### config.mk
export PLATFORM = sky130hd
export DESIGN_NAME = d5m_frame_gen
export DESIGN_NICKNAME = d
export VERILOG_FILES = /design/src/rtl/d5m_pkg.sv /design/src/rtl/d5m_pixel_pattern.sv /design/src/rtl/d5m_frame_gen.sv
export SDC_FILE = /design/constraint.sdc
export NUM_CORES = 1
export LEC_CHECK = 0
export ABC_AREA = 1
export CORE_MARGIN = 5
export CORE_UTILIZATION = 42
export CTS_BUF_LIST = sky130_fd_sc_hd__clkbuf_4 sky130_fd_sc_hd__clkbuf_8
export CTS_CLUSTER_SIZE = 30
export DETAILED_ROUTE_END_ITERATION = 8
export SYNTH_ARGS = -nofsm -noshare
export SYNTH_HDL_FRONTEND = slang
export SYNTH_SLANG_ARGS = --single-unit
### constraint.sdc
create_clock -name clk -period 4.1 [get_ports clk]
set_clock_uncertainty 0.05 [all_clocks]
set_input_delay 0.82 -clock clk [delete_from_list [all_inputs] [get_ports clk]]
set_output_delay 0.82 -clock clk [all_outputs]
set_load 0.02 [all_outputs]
### src/rtl/d5m_pkg.sv
// rtl/d5m_pkg.sv - shared D5M emulator/capture types and constants
// Contents: D5M_DW pixel width, pattern_t test patterns, state_t frame FSM
// states, decode_pattern() mapping the raw 2-bit select onto pattern_t.
package d5m_pkg;

    localparam int D5M_DW = 12;

    typedef enum logic [1:0] {
        PAT_GRAD  = 2'd0,
        PAT_CHECK = 2'd1,
        PAT_FLAT  = 2'd2
    } pattern_t;

    typedef enum logic [2:0] {
        ST_IDLE,
        ST_LEAD,
        ST_LINE,
        ST_HBLANK,
        ST_TRAIL
    } state_t;

    // Select value 3 has no pattern of its own and falls back to flat.
    function automatic pattern_t decode_pattern(input logic [1:0] sel);
        case (sel)
            2'd0:    return PAT_GRAD;
            2'd1:    return PAT_CHECK;
            default: return PAT_FLAT;
        endcase
    endfunction

endpackage

### src/rtl/d5m_pixel_pattern.sv
// rtl/d5m_pixel_pattern.sv - combinational test-pattern pixel generator
// Ports:
//   pat  in  pattern_t      selected test pattern
//   col  in  D5M_DW         column index
//   row  in  D5M_DW         row index
//   pix  out D5M_DW         pixel value for (col, row)
module d5m_pixel_pattern
    import d5m_pkg::*;
(
    input  pattern_t            pat,
    input  logic [D5M_DW-1:0]   col,
    input  logic [D5M_DW-1:0]   row,
    output logic [D5M_DW-1:0]   pix
);

    localparam logic [D5M_DW-1:0] MID_GREY = {1'b1, {(D5M_DW-1){1'b0}}};

    always_comb begin
        pix = '0;
        case (pat)
            PAT_GRAD:  pix = col + row;
            // 8x8 checker squares: bit 3 toggles every 8 columns/rows.
            PAT_CHECK: pix = (col[3] ^ row[3]) ? '1 : '0;
            default:   pix = MID_GREY;
        endcase
    end

endmodule

### src/rtl/d5m_frame_gen.sv
// rtl/d5m_frame_gen.sv - D5M sensor emulator producing FVAL/LVAL/pixel frames
// Ports:
//   clk         in   pixel clock
//   rst         in   synchronous active-high reset
//   start       in   single-cycle frame request (ignored while busy)
//   continuous  in   repeat frames back-to-back, sampled at end of frame
//   pattern     in   2-bit test pattern select (0 grad, 1 checker, 2/3 flat)
//   fval        out  frame valid
//   lval        out  line valid
//   d           out  12-bit pixel, zero when lval is low
//   busy        out  frame in progress
//   frame_done  out  one-cycle pulse in the final busy cycle
//   frame_cnt   out  completed frame count, wrapping
module d5m_frame_gen
    import d5m_pkg::*;
#(
    parameter int H_ACTIVE = 640,
    parameter int V_ACTIVE = 480,
    parameter int H_BLANK  = 16,
    parameter int FV_LEAD  = 4,
    parameter int FV_TRAIL = 8
) (
    input  logic                clk,
    input  logic                rst,
    input  logic                start,
    input  logic                continuous,
    input  logic [1:0]          pattern,
    output logic                fval,
    output logic                lval,
    output logic [D5M_DW-1:0]   d,
    output logic                busy,
    output logic                frame_done,
    output logic [15:0]         frame_cnt
);

    localparam logic [31:0] LEAD_LAST  = 32'(FV_LEAD - 1);
    localparam logic [31:0] LINE_LAST  = 32'(H_ACTIVE - 1);
    localparam logic [31:0] HBL_LAST   = 32'(H_BLANK - 1);
    localparam logic [31:0] TRAIL_LAST = 32'(FV_TRAIL - 1);
    localparam logic [31:0] ROW_LAST   = 32'(V_ACTIVE - 1);

    state_t              state, state_n;
    logic [31:0]         cnt, cnt_n;
    logic [31:0]         row, row_n;
    logic [D5M_DW-1:0]   col, col_n;
    pattern_t            pat_q, pat_n;
    logic [D5M_DW-1:0]   pix;
    logic                last_trail_n;

    // Outputs are registered from the *next* state/counters so every output
    // describes the cycle the FSM is entering; d and lval therefore move on
    // the same edge with no skew.
    d5m_pixel_pattern u_pix (
        .pat (pat_n),
        .col (col_n),
        .row (row_n[D5M_DW-1:0]),
        .pix (pix)
    );

    always_comb begin
        state_n = state;
        cnt_n   = cnt + 32'd1;
        row_n   = row;
        col_n   = col;
        pat_n   = pat_q;
        case (state)
            ST_IDLE: begin
                cnt_n = '0;
                if (start) begin
                    state_n = ST_LEAD;
                    pat_n   = decode_pattern(pattern);
                    row_n   = '0;
                    col_n   = '0;
                end
            end
            ST_LEAD: begin
                if (cnt == LEAD_LAST) begin
                    state_n = ST_LINE;
                    cnt_n   = '0;
                end
            end
            ST_LINE: begin
                col_n = col + 1'b1;
                if (cnt == LINE_LAST) begin
                    cnt_n   = '0;
                    state_n = (row < ROW_LAST) ? ST_HBLANK : ST_TRAIL;
                end
            end
            ST_HBLANK: begin
                if (cnt == HBL_LAST) begin
                    state_n = ST_LINE;
                    cnt_n   = '0;
                    row_n   = row + 32'd1;
                    col_n   = '0;
                end
            end
            ST_TRAIL: begin
                if (cnt == TRAIL_LAST) begin
                    cnt_n = '0;
                    if (continuous) begin
                        state_n = ST_LEAD;
                        pat_n   = decode_pattern(pattern);
                        row_n   = '0;
                        col_n   = '0;
                    end else begin
                        state_n = ST_IDLE;
                    end
                end
            end
            default: begin
                state_n = ST_IDLE;
                cnt_n   = '0;
            end
        endcase
        last_trail_n = (state_n == ST_TRAIL) && (cnt_n == TRAIL_LAST);
    end

    always_ff @(posedge clk) begin
        if (rst) begin
            state      <= ST_IDLE;
            cnt        <= '0;
            row        <= '0;
            col        <= '0;
            pat_q      <= PAT_GRAD;
            fval       <= 1'b0;
            lval       <= 1'b0;
            d          <= '0;
            busy       <= 1'b0;
            frame_done <= 1'b0;
            frame_cnt  <= '0;
        end else begin
            state      <= state_n;
            cnt        <= cnt_n;
            row        <= row_n;
            col        <= col_n;
            pat_q      <= pat_n;
            fval       <= state_n inside {ST_LEAD, ST_LINE, ST_HBLANK};
            lval       <= (state_n == ST_LINE);
            d          <= (state_n == ST_LINE) ? pix : '0;
            busy       <= (state_n != ST_IDLE);
            frame_done <= last_trail_n;
            if (last_trail_n) begin
                frame_cnt <= frame_cnt + 16'd1;
            end
        end
    end

endmodule

==> flow_summary.json <==
{
  "gp_congestion": 0.937,
  "synth_top_family_by_area": "simple AND/OR/NAND/NOR gates",
  "clk_pin_slew_ps": 80,
  "antennaDiodeCount": 0,
  "worst_pin_slew_ps": 780,
  "place_area_um2": 8110,
  "post-cts-setup-buffer-count": 0,
  "cp-end-kind": "register",
  "synth_cells": 1184,
  "rr_worst_depth": 21,
  "drive_gt1_frac": 0.0935,
  "num_vias": 7473,
  "slew_violations": 0,
  "finalHoldViolCount": 0,
  "routed_wl_um": 20700,
  "ys_top_cells_by_count": "300 x nand2_1, 162 x inv_1, 133 x nor2_1, 113 x dfxtp_1, 93 x nand3_1",
  "start_util": 0.430,
  "crit_arrival_ps": 3860,
  "period_needed_ps": 3590,
  "die_h_um": 144,
  "die_width_um": 144,
  "design_area_um2": 8550,
  "synth_edf_count": 0,
  "drv_cap": 0,
  "synth.most_common_cell": "nand2_1",
  "grt_overflow": 0,
  "antenna_found_initial": 0,
  "firstDrtPassIters": 5,
  "dieArea_um2": 20600,
  "synthTopCellsByArea": "dfxtp_1 30%, nand2_1 15%, inv_1 8.1%",
  "rr_endpoint": "d[11]",
  "slew-limit-headroom": 0.479,
  "crit_type": "register to register",
  "cts-buffers-inserted": 17,
  "yosysSeqAreaShare": 0.302,
  "numPortBuffers": 37,
  "synth-seq-cells": 113,
  "syn_nets": 1206,
  "yosysTopAreaCell": "dfxtp_1",
  "yosys_warnings": 0,
  "first_global_vias": 7019,
  "min_path_type": "register to register",
  "holdPathStages": 1,
  "post-place-ws_ps": 189,
  "worst-r2r-setup-slack_ps": 510,
  "clock_sinks": 113,
  "tns_ps": 0,
  "grt_usage": 0.207,
  "critical_path.endpoint": "d[11]",
  "drc": 0,
  "rsz0062_at_grt": "false",
  "grt_start_max_net_pins": 60,
  "power_mw": 2.43,
  "synth_top_area_frac": 0.302,
  "cts-htree-levels": 4,
  "fmax_mhz": 278,
  "r2r-start": "cnt[10]",
  "power_leakage_nw": 3.58,
  "p_per_area_nw_per_um2": 285,
  "grt_pass1_wl_um": 34500,
  "ir_worst_vdd_mv": 0.373,
  "hpwl_um": 15600,
  "viasPerCell": 5.10,
  "clock-root-buffer": "clkbuf_8",
  "finalCritPeriodShare": 0.876,
  "outcome": "finished, final reports clean",
  "netlist_area_um2": 7490,
  "ys.flop_type": "dfxtp_1",
  "clock_path_buffers": 2,
  "ant_nets": 0,
  "synth_fa_ha_area_frac": 0.0277,
  "cp_max_fo": 7,
  "ys_types": 51,
  "synth_async_sr_flop_share": 0,
  "design.core.area_um2": 17400,
  "clkLatencyLatePin_ps": 440,
  "startpoint_type": "register",
  "cp.required_ps": 4370,
  "synth-simple-area-share": 0.424,
  "muxShareOfSynthArea": 0,
  "finalSetupViolCount": 0,
  "area_delta_synth_final_pct": 14.2,
  "cp-startpoint": "cnt[10]",
  "pin_count": 38,
  "fin_nets": 1250,
  "synth_xor_area_frac": 0.0316,
  "cts_tree": "yes",
  "drt_iter0_drc": 536,
  "synth_compound_area_frac": 0.110,
  "worst_slack_ps": 508,
  "avgSynthCellArea_um2": 6.33,
  "wl_per_cell_um": 14.1,
  "placementRows": 48
}
## cell families after synthesis
kind of cell	after synthesis
and+or+nand+nor	683
buffers and inverters	199
AOI/OAI and AO/OA	146
DFF	113
xor gates and xnor gates	27
adders and majority gates	16
## repair_timing
| action | in CTS | in global routing |
|---|---|---|
| setup endpoints to repair | 0 | 2 |
| hold endpoints to repair | 0 | 0 |
| gates resized for setup | 0 | 2 |
| hold buffers | 0 | 0 |
## sequential cells by signal, indices dropped and copies added (netlist names), 2 cells and up
signal     count
cnt           32
row           32
frame_cnt     16
col           12
d             12
state          3
pat_q          2
## cell usage in the layout, fill, tap and decap left out, types with 2 or more instances in the layout
cell / n
xnor2_1: 6
o221ai_1: 4
nand2_1: 300
nand3_1: 93
buf_4: 14
nand3_4: 2
inv_2: 10
o21ai_0: 38
a21oi_1: 72
dfxtp_1: 113
or2_2: 9
a31oi_1: 4
clkdlybuf4s50_1: 36
nor2_4: 10
nor3_1: 42
nand3_2: 4
o21a_1: 2
a32oi_1: 2
nor2_8: 2
nand2_4: 2
clkinv_2: 4
a2bb2oi_1: 2
nor4_1: 12
bufinv_16: 4
o21ai_1: 3
nand2_2: 9
inv_1: 162
ha_1: 15
o31ai_1: 4
nor2_1: 133
o211ai_1: 7
nor2_2: 15
nor3_2: 4
xor2_1: 21
clkbuf_4: 2
nand3b_1: 2
clkbuf_8: 20
nand4_1: 39
## layout make-up
class,instances,area [um^2]
fillers,1825,8860
multi-input cells,872,4440
flip-flops and latches,113,2260
clock inverters,10,156
well taps,225,282
inverters,173,649
clock buffers,22,290
repair buffers,51,470
## how the worst min path moves through the flow
stage	startpoint	end
6_report	row[29]	row[29]
5_1_grt	row[21]	row[21]
4_1_cts	row[21]	row[21]
3_5_place_dp	row[21]	row[21]
3_3_place_gp	row[29]	row[29]
2_1_floorplan	row[21]	row[21]
## critical path, stage by stage, from the launching register on
cell,delay (ps)
dfxtp_1,400
inv_1,60
nand2_1,110
nor2_1,60
nand2_1,160
nor2_1,90
nand2_2,150
nor2_4,60
nor2_2,350
inv_1,170
o221ai_1,320
ha_1,340
a21oi_1,160
nand2_1,110
a21oi_1,210
o21ai_0,120
nand2_1,90
nand2_1,60
a21oi_1,160
nand3_1,100
nand3_1,90
a21oi_1,60
## power by group
part           total, mW  switching [mW]  internal [mW]  leakage (nW)
logic              0.128          0.0927         0.0356          2.44
clock network       1.20           0.480          0.721         0.229
registers           1.10         0.00272           1.10         0.911
## metrics by stage
stage	hold WS [ps]	instances	util
final	429	1466	0.491
after global routing	465	1466	0.491
after CTS	433	1466	0.491
after detailed placement	416	1434	0.466
after global placement	408	1434	0.466
after floorplan	393	1184	-
## metal layers
| metal | part of all wire | vias to the layer above | track usage | wire length (um) |
|---|---|---|---|---|
| met3 | 0.040 | 22 | 0.0426 | 828 |
| li1 | - | 3949 | - | - |
| met2 | 0.45 | 141 | 0.335 | 9340 |
| met1 | 0.49 | 3361 | 0.283 | 10200 |
| met4 | 0.017 | 0 | 0.0515 | 344 |
| met5 | 0 | - | 0 | 0 |
(Power assumes the default switching activity.)
==> edit 1: new RTL, config.mk and constraints unchanged <==
Add an input register stage for `start`, without a reset; this delays it by one clock. The other inputs are not delayed to match. Comments in the files are not updated.
--- a/src/rtl/d5m_frame_gen.sv
+++ b/src/rtl/d5m_frame_gen.sv
@@ -41,2 +41,8 @@
 
+    logic start_q;
+
+    always_ff @(posedge clk) begin
+        start_q <= start;
+    end
+
     state_t              state, state_n;
@@ -68,3 +74,3 @@
                 cnt_n = '0;
-                if (start) begin
+                if (start_q) begin
                     state_n = ST_LEAD;
Check against the original RTL: not equivalent (Yosys sat finds a counterexample within 4 cycles, from zero or initial values and one cycle with rst high).
==> edit 1 against the original RTL <==
Via count increased by 5.1%; maximum frequency decreased by 4.7%; design area increased by 2.4%; sequential cell count increased by 1; sequential share of layout area decreased by 0.39 points; total power decreased by 6.5%; setup slack got worse by 0.18 ns; routed wire length increased by 9.5%; critical path depth increased by 2; clock power decreased by 17%; synthesized area increased by 3.4%; first-iteration DRC count increased by 12%; highest routed layer unchanged.
==> edit 1: results (changes against the original RTL) <==
Global route:
- The global-route usage over all layers came to 21.4% (+0.74 points).
- The number of antenna violations at the first check in global routing is 0 (unchanged).
- The via count of the first global-routing pass came to 7322 (+4.3%).
- The wire length of the first global-routing pass is 37400 µm (+8.4%).
- The pin count of the biggest net entering global routing is 60 (unchanged).

Placement:
- The number of cells after detailed placement is 1470 (+2.5%).
- The cell area reported after detailed placement is 0.00840 mm² (+3.6%).
- The estimated wirelength of the detail-placed design is 17200 µm (+10%).
- The number of buffers inserted by port buffering came to 37 (unchanged).
- The weighted congestion at the end of routability-driven global placement is 0.934 (-0.38%).
- The setup slack at placement is 0.0935 ns (-0.0951 ns).

Synth:
- The sequential area share after synthesis is 29.5% (-0.75 points).
- After synthesis, the most frequently instantiated cells are sky130_fd_sc_hd__nand2_1, sky130_fd_sc_hd__nor2_1, sky130_fd_sc_hd__inv_1.
- The mean instance size in the synthesized netlist is 6.39 µm² (+1.1%).
- Ranked by total cell area, the synthesized netlist is headed by sky130_fd_sc_hd__dfxtp_1, sky130_fd_sc_hd__nand2_1, sky130_fd_sc_hd__nor2_1.
- The net count after synthesis is 1234 (+2.3%).
- The number of distinct library cells after synthesis is 61 (+20%).
- The most used flip-flop cell after synthesis is sky130_fd_sc_hd__dfxtp_1.
- The warning count from the yosys run is 0 (unchanged).
- The proportion of register bits with asynchronous set or reset after synthesis is 0% (unchanged).

Critical path:
- The delay of the slowest cell on the worst path is 0.39 ns.
- In this design, the largest share of critical-path delay is due to simple AND/OR/NAND/NOR gates.
- The maximum fanout encountered on the critical timing path was 5 (-2).
- On the critical path, the stage with the largest delay is an instance of sky130_fd_sc_hd__fa_1.

Clock tree:
- The maximum number of buffers from clock root to sink came to 2 (unchanged).
- The buffers inserted during post-CTS setup optimization was 0 (unchanged).
- The H-tree depth was 4 (unchanged).
- The worst-skew pair later-pin latency is 0.44 ns (about the same).
- After clock tree synthesis, the clock-pin slew on the worst setup and hold paths is 0.07 ns.
- The total clock buffers created by CTS is 17 (unchanged).
- The tree is rooted in a sky130_fd_sc_hd__clkbuf_8.

STA:
- The slew at the pin closest to its max-slew limit is 0.715 ns (-0.0657 ns).
- The total negative slack is 0 ns (unchanged).

Pwr:
- The worst voltage drop across the vdd grid was 0.000199 V (-47%).
- The static power due to leakage was 3.66 nW (+2.1%).

Min path:
- The path class of the tightest hold or removal check is reg2reg.

Status:
- The run finished with clean final reports.

Route:
- The via count was 7854 (+5.1%).
- The number of search-and-repair iterations in the first detailed-routing pass was 5 (unchanged).
- The number of violations reported at the end of detailed-routing iteration 0 came to 600 (+12%).
- The routed via count divided by cell count is 5.24 (+2.8%).
- The final routed wire length divided by cell count was 15.1 µm (+7.1%).

Finish:
- The largest registers in the layout are cnt x32, row x32, frame_cnt x16.
- The share of cells above drive strength 1 is 9.69% (+0.34 points).
- The antenna diode count is 0 (unchanged).
- The final-stage net count is 1282 (+2.6%).
[edit 1: final timing paths]
| check | start | endpoint | slack (ns) | cells past startpoint |
|---|---|---|---|---|
| setup / recovery | cnt[12] | d[10] | 0.33 | 23 |
| setup reg to reg | cnt[12] | d[10] | 0.33 | 23 |
| hold / removal | cnt[0] | cnt[0] | 0.43 | 1 |
| hold reg to reg | cnt[0] | cnt[0] | 0.43 | 1 |
[edit 1: layout make-up]
type / instances / area, µm²
clock buffers: 24 / 305
well taps: 229 / 287
flip-flops and latches: 114 / 2280
multi-input cells: 903 / 4690
repair buffers: 57 / 515
inverters: 167 / 629
fillers: 1908 / 9320
clock inverters: 5 / 55.1
[edit 1: repair_timing]
action                                  4_1_cts  5_1_grt
endpoints found under the hold margin         0        0
resized for setup                             0        3
endpoints found under the setup margin        0        1
[edit 1: power by group]
group / leakage (nW) / total, mW / internal, mW / switching, mW
registers: 0.920 / 1.12 / 1.11 / 0.00493
clock network: 0.184 / 1.00 / 0.542 / 0.462
logic: 2.55 / 0.153 / 0.0443 / 0.109
total: 3.66 / 2.28 / 1.70 / 0.576
[edit 1: routing by layer]
metal  wire [µm]  GRT usage, %
met1       10400          27.7
met3         950          3.55
met2       10800          36.5
met4         554          6.89
met5           0             0
[edit 1: stage by stage]
step | power (mW) | hold WS, ns
finish | 2.28 | 0.429
global route | 2.36 | 0.451
CTS | 2.30 | 0.434
detailed placement | 1.30 | 0.423
global placement | 1.30 | 0.417
floorplan | 1.24 | 0.393
[edit 1: kinds of logic (layout without fill, tap and decap cells)]
kind of cell	Yosys count	count (layout)	share of synthesized area, %
xor+xnor	27	27	3.05
fa+ha+maj	16	16	2.68
compound gates	198	198	15.1
simple gates	662	662	39.6
buf+inv	195	253	10.1
flops	114	114	29.5
==> edit 2: new RTL, same settings <==
Without the edit above. `D5M_DW`: 12 -> 8.
--- a/src/rtl/d5m_pkg.sv
+++ b/src/rtl/d5m_pkg.sv
@@ -5,3 +5,3 @@
 
-    localparam int D5M_DW = 12;
+    localparam int D5M_DW = 8;
 
Ports: changed (resized d); port bits go from 38 to 34. The function was not compared with the original's and may differ.
==> edit 2 against the original RTL <==
Count of clock-buffer cells in the layout decreased by 12; total power decreased by 23%; die area decreased by 6.2%; synthesized area decreased by 6.6%; sequential power decreased by 6%; design area decreased by 9.8%; worst hold slack improved by 0.022 ns; routed wire length decreased by 9.1%; setup slack got worse by 0.12 ns; sequential cell count decreased by 8.
==> edit 2: results (changes against the original RTL) <==
Global route:
- The global-route usage over all layers was 19.7% (-0.97 points).
- The wire length of the first global-routing pass is 31600 µm (-8.5%).
- The pin count of the biggest net entering global routing is 40 (-33%).
- The via count of the first global-routing pass is 6463 (-7.9%).

Clock tree:
- The worst-skew pair later-pin latency was 0.39 ns (-0.05 ns).
- The total clock buffers created by CTS is 9 (-8).
- The clock transition at the registers of the reported paths is 0.11 ns (+0.03 ns).
- The H-tree depth is 3 (-1).

Pwr:
- The worst voltage drop across the vdd grid was 0.000124 V (-67%).
- The power per unit of standard cell area is 242 mW/mm² (-15%).
- The power of the clock network is 0.725 mW (-40%).
- The power in sequential cells is 1.03 mW (-6%).
- The internal power of the cells came to 1.40 mW (-25%).
- The static power due to leakage is 3.30 nW (-7.8%).

Synth:
- By area the synthesized netlist is led by sky130_fd_sc_hd__dfxtp_1, sky130_fd_sc_hd__nand2_1, sky130_fd_sc_hd__nor2_1.
- The proportion of register bits with asynchronous set or reset after synthesis is 0% (unchanged).
- The post-synthesis instance total is 1143 (-3.5%).
- The number of distinct library cells after synthesis was 52 (+2.0%).
- Counting instances in the post-synthesis netlist gives the leading cell types as sky130_fd_sc_hd__nand2_1, sky130_fd_sc_hd__nor2_1, sky130_fd_sc_hd__inv_1.

Status:
- The run finished with clean final reports.

STA:
- The slew at the pin closest to its max-slew limit is 0.712 ns (-0.0684 ns).
- The hold slack is 0.451 ns (+0.0218 ns).
- The shortest period the worst path allows was 3.71 ns (+0.119 ns).

Placement:
- The estimated wirelength of the detail-placed design is 14500 µm (-7.1%).
- The weighted congestion at the end of routability-driven global placement is 0.887 (-5.4%).
- The setup slack at placement is 0.292 ns (+0.103 ns).
- The number of buffers inserted by port buffering came to 33 (-11%).
- The cell area reported after detailed placement is 0.00750 mm² (-7.4%).

Critical path:
- The delay of the slowest cell on the worst path came to 0.42 ns (+0.02 ns).
- The data arrival time of the critical path is 3.98 ns (+0.12 ns).
- The maximum fanout encountered on the critical timing path is 8 (+1).
- The worst setup slack for register-to-register paths was 0.39 ns (-0.12 ns).

Route:
- The number of violations reported at the end of detailed-routing iteration 0 is 510 (-4.9%).
- The final routed wire length divided by cell count is 13.5 µm (-4.7%).
- The number of search-and-repair iterations in the first detailed-routing pass came to 5 (unchanged).
- The via count is 6953 (-7.0%).

Finish:
- The area growth from synthesis to layout is 10.3%.
- The final-stage net count was 1192 (-4.6%).
- The number of standard cells in the layout, taps in and fillers out came to 1398 (-4.6%).
- The share of cells above drive strength 1 was 7.05% (-2.3 points).
- The number of filler instances in the final layout is 1766 (-3.2%).
[edit 2: changes by cell type after synthesis, moves of 6 or more]
cell                       unedited run  this run
sky130_fd_sc_hd__a21oi_1             72        44
sky130_fd_sc_hd__inv_1              162       155
sky130_fd_sc_hd__nor3_1              42        21
sky130_fd_sc_hd__dfxtp_1            113       105
sky130_fd_sc_hd__clkbuf_1            12         6
sky130_fd_sc_hd__nand2_1            300       292
sky130_fd_sc_hd__nor2_1             133       215
sky130_fd_sc_hd__xor2_1              21        10
sky130_fd_sc_hd__o21ai_0             38        26
sky130_fd_sc_hd__buf_2                9         1
[edit 2: routing by layer]
layer | share of wire (%) | GRT usage [%]
met2 | 45 | 32.0
met4 | 1.7 | 4.74
met5 | 0 | 0
met3 | 4.9 | 3.83
met1 | 49 | 27.1
[edit 2: cell type report]
class | instances | area share [%]
timing repair buffer | 37 | 4.60
multi-input combinational | 851 | 53.3
tap | 220 | 3.57
clock buffer | 10 | 1.70
inverter | 170 | 8.50
sequential | 105 | 27.2
clock inverter | 5 | 1.05
[edit 2: cell families (layout without fill, tap and decap cells)]
logic type	count (synthesis)	after routing	share of synthesized area, %
AND/OR/NAND/NOR	724	724	46.6
buffers and inverters	187	222	11.1
flip-flops	105	105	30.0
AO/OA/AOI/OAI	99	99	7.94
XOR/XNOR	16	16	2.00
adder cells (fa/ha/maj)	12	12	2.25
[edit 2: final timing paths]
path	from	end	cells past startpoint
max	cnt[0]	d[7]	25
min	col[3]	col[3]	2
max reg2reg	cnt[0]	d[7]	25
min reg2reg	col[3]	col[3]	2
[edit 2: worst max-delay path, delay by kind of cell, from the launching register on]
family	cells	cell delay, ns
compound gates	5	1.04
fa+ha+maj	2	0.53
buf+inv	4	0.31
flops	1	0.42
simple gates	14	1.27
